===== config.mk =====
export PLATFORM = sky130hd
export DESIGN_NAME = mem_stage
export DESIGN_NICKNAME = d
export VERILOG_FILES = /design/src/rtl/mem_stage.sv
export SDC_FILE = /design/constraint.sdc
export NUM_CORES = 2
export LEC_CHECK = 0
export ABC_CLOCK_PERIOD_IN_PS = 7000
export CORE_AREA = 10 10 604 487
export DETAILED_ROUTE_END_ITERATION = 8
export DIE_AREA = 0 0 614 497
export HOLD_SLACK_MARGIN = 0.12
export PLACE_DENSITY_LB_ADDON = 0.3
export SYNTH_ARGS = -nofsm -noshare
export SYNTH_HDL_FRONTEND = slang
export SYNTH_SLANG_ARGS = --single-unit

===== constraint.sdc =====
create_clock -name clk -period 7 [get_ports clk]
set_input_delay 1.75 -clock clk [delete_from_list [all_inputs] [get_ports clk]]
set_output_delay 1.75 -clock clk [all_outputs]
set_load 0.01 [all_outputs]

===== src/rtl/mem_stage.sv =====
// Memory stage of the 5-stage ARM pipeline: multi-cycle loads/stores against a
// word-organised data RAM, stalling upstream via `ready`, feeding the MEM/WB register.
module mem_stage #(
  parameter int unsigned DEPTH     = 64,
  parameter int unsigned BASE_ADDR = 1024,
  parameter int unsigned LATENCY   = 3
) (
  input  logic        clk,
  input  logic        rst,
  input  logic        wb_en_in,
  input  logic        mem_read_en_in,
  input  logic        mem_write_en_in,
  input  logic [31:0] alu_res_in,
  input  logic [31:0] val_Rm_in,
  input  logic [3:0]  dest_in,
  output logic        ready,
  output logic        wb_en,
  output logic        mem_read_en,
  output logic [31:0] alu_res,
  output logic [31:0] mem_data,
  output logic [3:0]  dest
);

  localparam int unsigned AW = (DEPTH > 1) ? $clog2(DEPTH) : 1;

  localparam logic [1:0] ST_IDLE = 2'd0;
  localparam logic [1:0] ST_BUSY = 2'd1;
  localparam logic [1:0] ST_DONE = 2'd2;

  localparam logic [3:0]  LAT_M1  = 4'(LATENCY - 1);
  localparam logic [31:0] BASE_W  = 32'(BASE_ADDR);
  localparam logic [31:0] DEPTH_W = 32'(DEPTH);

  logic [1:0]    state;
  logic [1:0]    state_nxt;
  logic [3:0]    cnt;
  logic [3:0]    cnt_nxt;
  logic [31:0]   ram [DEPTH];
  logic          req;
  logic          in_range;
  logic          ram_we;
  logic [31:0]   offset;
  logic [31:0]   word_idx;
  logic [31:0]   rd_data;
  logic [AW-1:0] ram_addr;

  // Unsigned wrap makes addresses below BASE_ADDR land far out of range.
  assign req      = mem_read_en_in | mem_write_en_in;
  assign offset   = alu_res_in - BASE_W;
  assign word_idx = offset >> 2;
  assign in_range = (word_idx < DEPTH_W) && (alu_res_in[1:0] == 2'b00);
  assign ram_addr = word_idx[AW-1:0];
  assign rd_data  = in_range ? ram[ram_addr] : 32'd0;

  assign ready  = (state == ST_DONE) || ((state == ST_IDLE) && !req);
  assign ram_we = (state == ST_DONE) && mem_write_en_in && in_range && !rst;

  always_comb begin
    state_nxt = state;
    cnt_nxt   = cnt;
    case (state)
      ST_IDLE: begin
        if (req) begin
          cnt_nxt   = LAT_M1;
          state_nxt = (LATENCY == 1) ? ST_DONE : ST_BUSY;
        end
      end
      ST_BUSY: begin
        cnt_nxt = cnt - 4'd1;
        if (cnt == 4'd1) state_nxt = ST_DONE;
      end
      ST_DONE: state_nxt = ST_IDLE;
      default: state_nxt = ST_IDLE;
    endcase
  end

  always_ff @(posedge clk) begin
    if (rst) begin
      state <= ST_IDLE;
      cnt   <= 4'd0;
    end else begin
      state <= state_nxt;
      cnt   <= cnt_nxt;
    end
  end

  // MEM/WB register: capture when ready, otherwise insert a bubble.
  always_ff @(posedge clk) begin
    if (rst) begin
      wb_en       <= 1'b0;
      mem_read_en <= 1'b0;
      alu_res     <= 32'd0;
      mem_data    <= 32'd0;
      dest        <= 4'd0;
    end else if (ready) begin
      wb_en       <= wb_en_in;
      mem_read_en <= mem_read_en_in;
      alu_res     <= alu_res_in;
      dest        <= dest_in;
      if (mem_read_en_in) mem_data <= rd_data;
    end else begin
      wb_en       <= 1'b0;
      mem_read_en <= 1'b0;
    end
  end

  // Data RAM is not cleared by reset; a store commits only at its DONE edge.
  always_ff @(posedge clk) begin
    if (ram_we) ram[ram_addr] <= val_Rm_in;
  end

endmodule


**Yosys cells after proc, flatten, opt, wreduce, memory -nomap -nowiden**

Memories as Yosys holds them, arrays and structs flattened.
Cells that the tools add are included.

- Register bits after elaboration: 76
- Latch bits: 0
- RAM bits: 2048
- Bits in read-only memories: 0
- Input port bits: 73
- Output and inout port bits: 71
- Memories kept: 1

- Add/sub/neg operators: 2
- Multipliers: 0
- Divide/modulo/power cells: 0
- Order comparisons: 1
- Eq/ne operators: 5
- Shifts and indexed selects: 0
- Multiplexer cells: 8
- Bitwise logic cells: 2
- Reduce and logical (&&, ||, !) cells: 15

Memories:

| memory | words | width | rd ports | clocked after Yosys merged registers in | wr ports | RTL line | text |
|---|---|---|---|---|---|---|---|
| ram | 64 | 32 | 1 | 0 | 1 | 38 | `logic [31:0] ram [DEPTH];` |

Operators with widths:

| cell | count |
|---|---|
| $mux W32 | 1 |
| $sub A32 B11 Y32 const B | 1 |
| $lt A30 B7 Y1 const B | 1 |
| $pmux W4 S2 | 1 |
| $reduce_and A2 Y1 | 3 |
| $logic_and A1 B1 Y1 | 5 |
| $eq A4 B1 Y1 const B | 1 |
| $logic_not A2 Y1 | 2 |
| $mux W2 | 2 |
| $mux W4 | 1 |
| $ne A2 B2 Y1 const B | 2 |
| $pmux W2 S2 | 1 |
| $sub A4 B1 Y4 const B | 1 |
| $eq A2 B1 Y1 const B | 1 |
| $eq A2 B2 Y1 const B | 1 |
| $logic_not A1 Y1 | 2 |
| $mux W1 | 2 |
| $reduce_bool A2 Y1 | 1 |
| $reduce_or A2 Y1 | 1 |
| $logic_or A1 B1 Y1 | 1 |
| $not A1 Y1 | 1 |
| $or A1 B1 Y1 | 1 |

**Longest topological paths before layout**

- Depth after elaboration: 7
- Gate-level depth with buffers: 12
- Depth with buffers taken out: 6

**Least setup slack after synthesis**

OpenSTA, ideal clock, no wires.

- Path kind: input to register
- From: in alu_res_in[23]
- To: mem ram[34][0], enable pin
- Library setup time: 502 ps
- Arrival: 6547 ps
- Data required time: 6498 ps
- Path slack: -48 ps
- Stages: 6
- Buffers on the path: 1
- Cell sequence: or4_1 -> or4_1 -> a2111o_1 -> a21o_1 -> clkbuf_1 -> nor4_1

- Word-level cells in the longest chain between the ends: 7

RTL lines:

| element | RTL line | text |
|---|---|---|
| from (decl) | 13 | `input logic [31:0] alu_res_in,` |
| $sub A32 B11 Y32 | 49 | `assign offset = alu_res_in - BASE_W;` |
| $lt A30 B7 Y1 | 51 | `assign in_range = (word_idx < DEPTH_W) && (alu_res_in[1:0] == 2'b00);` |
| $logic_and A1 B1 Y1 | 51 |  |
| $logic_and A1 B1 Y1 (2 in series) | 56 | `assign ram_we = (state == ST_DONE) && mem_write_en_in && in_range && !rst;` |
| $mux W1 | 109 | `if (ram_we) ram[ram_addr] <= val_Rm_in;` |
| $mux W1 (implied by the code) | 109 |  |
| to (decl) | 38 |  |

No other way between the ends.

**Worst setup path after layout**

- From: in alu_res_in[10]
- To: mem ram[50][29], enable pin

The elaborated chain is that of the path after synthesis.

==> metrics <==
Routed wire per std cell=33.6 um; die area=305000 um2; f_max=0.181 GHz; Async SR Flop Fraction=0%; clk_lat worst skew=890 ps; EDFF count, synth=2048; Synth area leaders=edfxtp_1 76%, mux4_2 4.4%, mux2i_1 2.7%; site row count=175; max cap viols=0; GR Util All Layers=18.4%; Slew headroom=-1.28%; worst slack, placed=642 ps; YS warnings=0; Max FO, Critical Path=17; final worst slack=1460 ps; most frequently used flop master after synthesis=edfxtp_1; Stages on worst setup path=9; synth cell count leaders=2048 x edfxtp_1, 222 x mux2i_1, 208 x nand2_1; HP Class=register to register; Yosys top cell area share=75.5%; Worst-path clk slew=60 ps; largest net degree at the start of global routing=78; Boundary Pins=144; cell count after synthesis=4476; placed cells=8382; fraction of layout cells with a size suffix above 1=20.9%; DRT Pass-1 Iters=6; multi-input logic area=17500 um2; Power Density=279 nW/um2; Die Span X=614 um; Worst path max stage delay=680 ps; total area of sequential cells=63000 um2; Slowest-stage cell, CP=or3_1; first-pass GRT wire length=396000 um; Net Count, Synth=4551; Tmin final=5540 ps; CTS tree=built; area leader, netlist=edfxtp_1; post-cts resize count=0; # fillers=26700; depth of the worst register-to-register path=4; Total Wirelength=294000 um; Clock Tree Buf Depth=4; Post-Syn Area=81400 um2; H-Tree Depth=4; TritonCTS Sinks=2124; NumNets Final=4860; count leader, synth=edfxtp_1; grt ovf=0; Clock Skew=60.9 ps; Netlist cell types=65; Cells on Worst Hold Path=2; DP HPWL=179000 um; FF-to-FF End=ram[20][18]$_DFFE_PP_; CP Buf/Inv Count=3; # port buffers=143; drt drc=0; Core ar.=283000 um2; final worst-path cycle share=79.1%; post-synthesis register bit count=2124; leakage=29.7 nW; peak supply drop=0.313 mV; Final GP Congestion=0.906; startpoint types=input port; via count=47800; critical register-to-register path startpoint=state[1]$_SDFFE_PP0P_; Slew Limit Fails=2; hold_sp=alu_res[15]$_SDFFE_PP0N_; CTS Hold Bufs=0; status=finished with violations; critical path required time=7570 ps; Crit. End Element=register; Seq/Total Area, Yosys=77.4%; WS Path Type=input port to register; Non-Filler Instances=8761; DR vias/cell=5.46; Cell Chain, Critical Path=clkdlybuf4s50_1 -> nor4_1 -> nor4bb_1 -> nand3b_1 -> a21o_1 -> buf_4 -> or3_1 -> nor2_4 -> buf_4; failing checks=max-slew violations; CTS buffer count=206; RSZ-0062 raised after global routing=no; most used cell, CP=buf_4; setup violators final=0; initial core utilization=28.8%; Root Buffer=clkbuf_16; Area Overhead vs Synth=17.4%; DRT iter0 DRCs=8040; Post-Syn Area per Cell=18.2 um2; setup bufs post-CTS=0; utilization after layout=33.8%; hold violation total from the final report=0; Chip Height=497 um; Hold Path Sink=alu_res[15]$_SDFFE_PP0N_; initial antenna violation count=37; crit path DAT=6110 ps; r2r setup slk=3130 ps; crit-path leading delay family=simple AND/OR/NAND/NOR gates; Tightest Pin Transition=1520 ps; vias in the first global route=45000; ANT nets after route=0
[registers in the layout, summed over array words and instances (netlist names)]
name / cells
alu_res: 32
cnt: 4
dest: 4
mem_data: 32
mem_read_en: 1
ram: 2048
state: 2
wb_en: 1
[area by class of cell]
type                       instances  area share [%]
clock buffer                     265            5.76
timing repair buffer             407            3.80
inverter                          21          0.0929
clock inverter                   105            1.06
antenna                            9          0.0236
multi-input combinational       2025            18.4
sequential                      2124            65.9
tap                             3805            4.98
[kinds of logic (layout without fill, tap and decap cells)]
group | Yosys count | after routing | synth area share [%]
AO/OA/AOI/OAI | 926 | 926 | 8.11
XOR/XNOR | 1 | 1 | 0.0108
adder cells (fa/ha/maj) | 2 | 2 | 0.0307
buffers and inverters | 327 | 798 | 1.72
flip-flops | 2124 | 2124 | 77.4
multiplexers | 569 | 569 | 9.74
other | 0 | 9 | 0
AND/OR/NAND/NOR | 527 | 527 | 2.97
[per-stage QoR]
step / setup TNS, ps / instance area [um2] / hold slack (ps) / power [W]
after floorplan: -9280 / 81400 / 458 / 0.0149
after global placement: 0 / 89000 / 437 / 0.0158
after detailed placement: 0 / 89000 / 445 / 0.0158
after CTS: 0 / 95600 / 454 / 0.0268
after global routing: 0 / 95600 / 468 / 0.0274
final: 0 / 95600 / 454 / 0.0267
[per-layer routing]
metal / wire length (um) / part of all wire [%] / GRT usage (%) / vias to the layer above
met5: 33 / 0.011 / 0 / -
met4: 9910 / 3.4 / 5.42 / 4
met3: 35800 / 12 / 5.76 / 447
met2: 124000 / 42 / 26.2 / 2993
met1: 125000 / 42 / 26.9 / 25400
li1: - / - / - / 19000
[worst reg2reg max path, cell delays in order (launching register included)]
cell     delay, ps
dfxtp_1        510
nor3b_1        320
and2_1         640
nand3_1        790
nor2_4        1150
[power by group]
part / switching, W / total, W / internal, W / leakage, nW
Clock: 0.00489 / 0.0111 / 0.00621 / 3.19
Combinational: 0.00122 / 0.00167 / 0.000448 / 7.54
Sequential: 0.00000731 / 0.0139 / 0.0139 / 19.0
[layout by cell type, fill, tap and decap left out, types with 17 or more instances in the layout]
master	instances
a211oi_1	37
a21oi_1	118
a221oi_1	36
a22o_1	21
a22oi_1	71
a2bb2oi_1	28
buf_12	29
buf_2	31
buf_4	236
bufinv_16	18
clkbuf_1	48
clkbuf_16	208
clkdlybuf4s50_1	108
clkinv_1	38
clkinv_2	35
dfxtp_1	76
edfxtp_1	2048
inv_1	17
mux2_2	187
mux2i_1	222
mux4_2	160
nand2_1	205
nor2_1	103
nor2_4	46
nor2b_1	27
o21ai_0	96
o221ai_1	171
o22a_1	30
o22ai_1	201
o31ai_1	26
[worst max-delay path by stage]
stage                    from                    end
2_1_floorplan  alu_res_in[23]   ram[34][0]$_DFFE_PP_
3_3_place_gp   alu_res_in[23]   ram[50][4]$_DFFE_PP_
3_5_place_dp   alu_res_in[10]  ram[50][30]$_DFFE_PP_
4_1_cts        alu_res_in[10]  ram[50][29]$_DFFE_PP_
5_1_grt        alu_res_in[10]  ram[50][29]$_DFFE_PP_
6_report       alu_res_in[10]  ram[50][29]$_DFFE_PP_
Note: power is estimated with default switching activity, not from simulation.
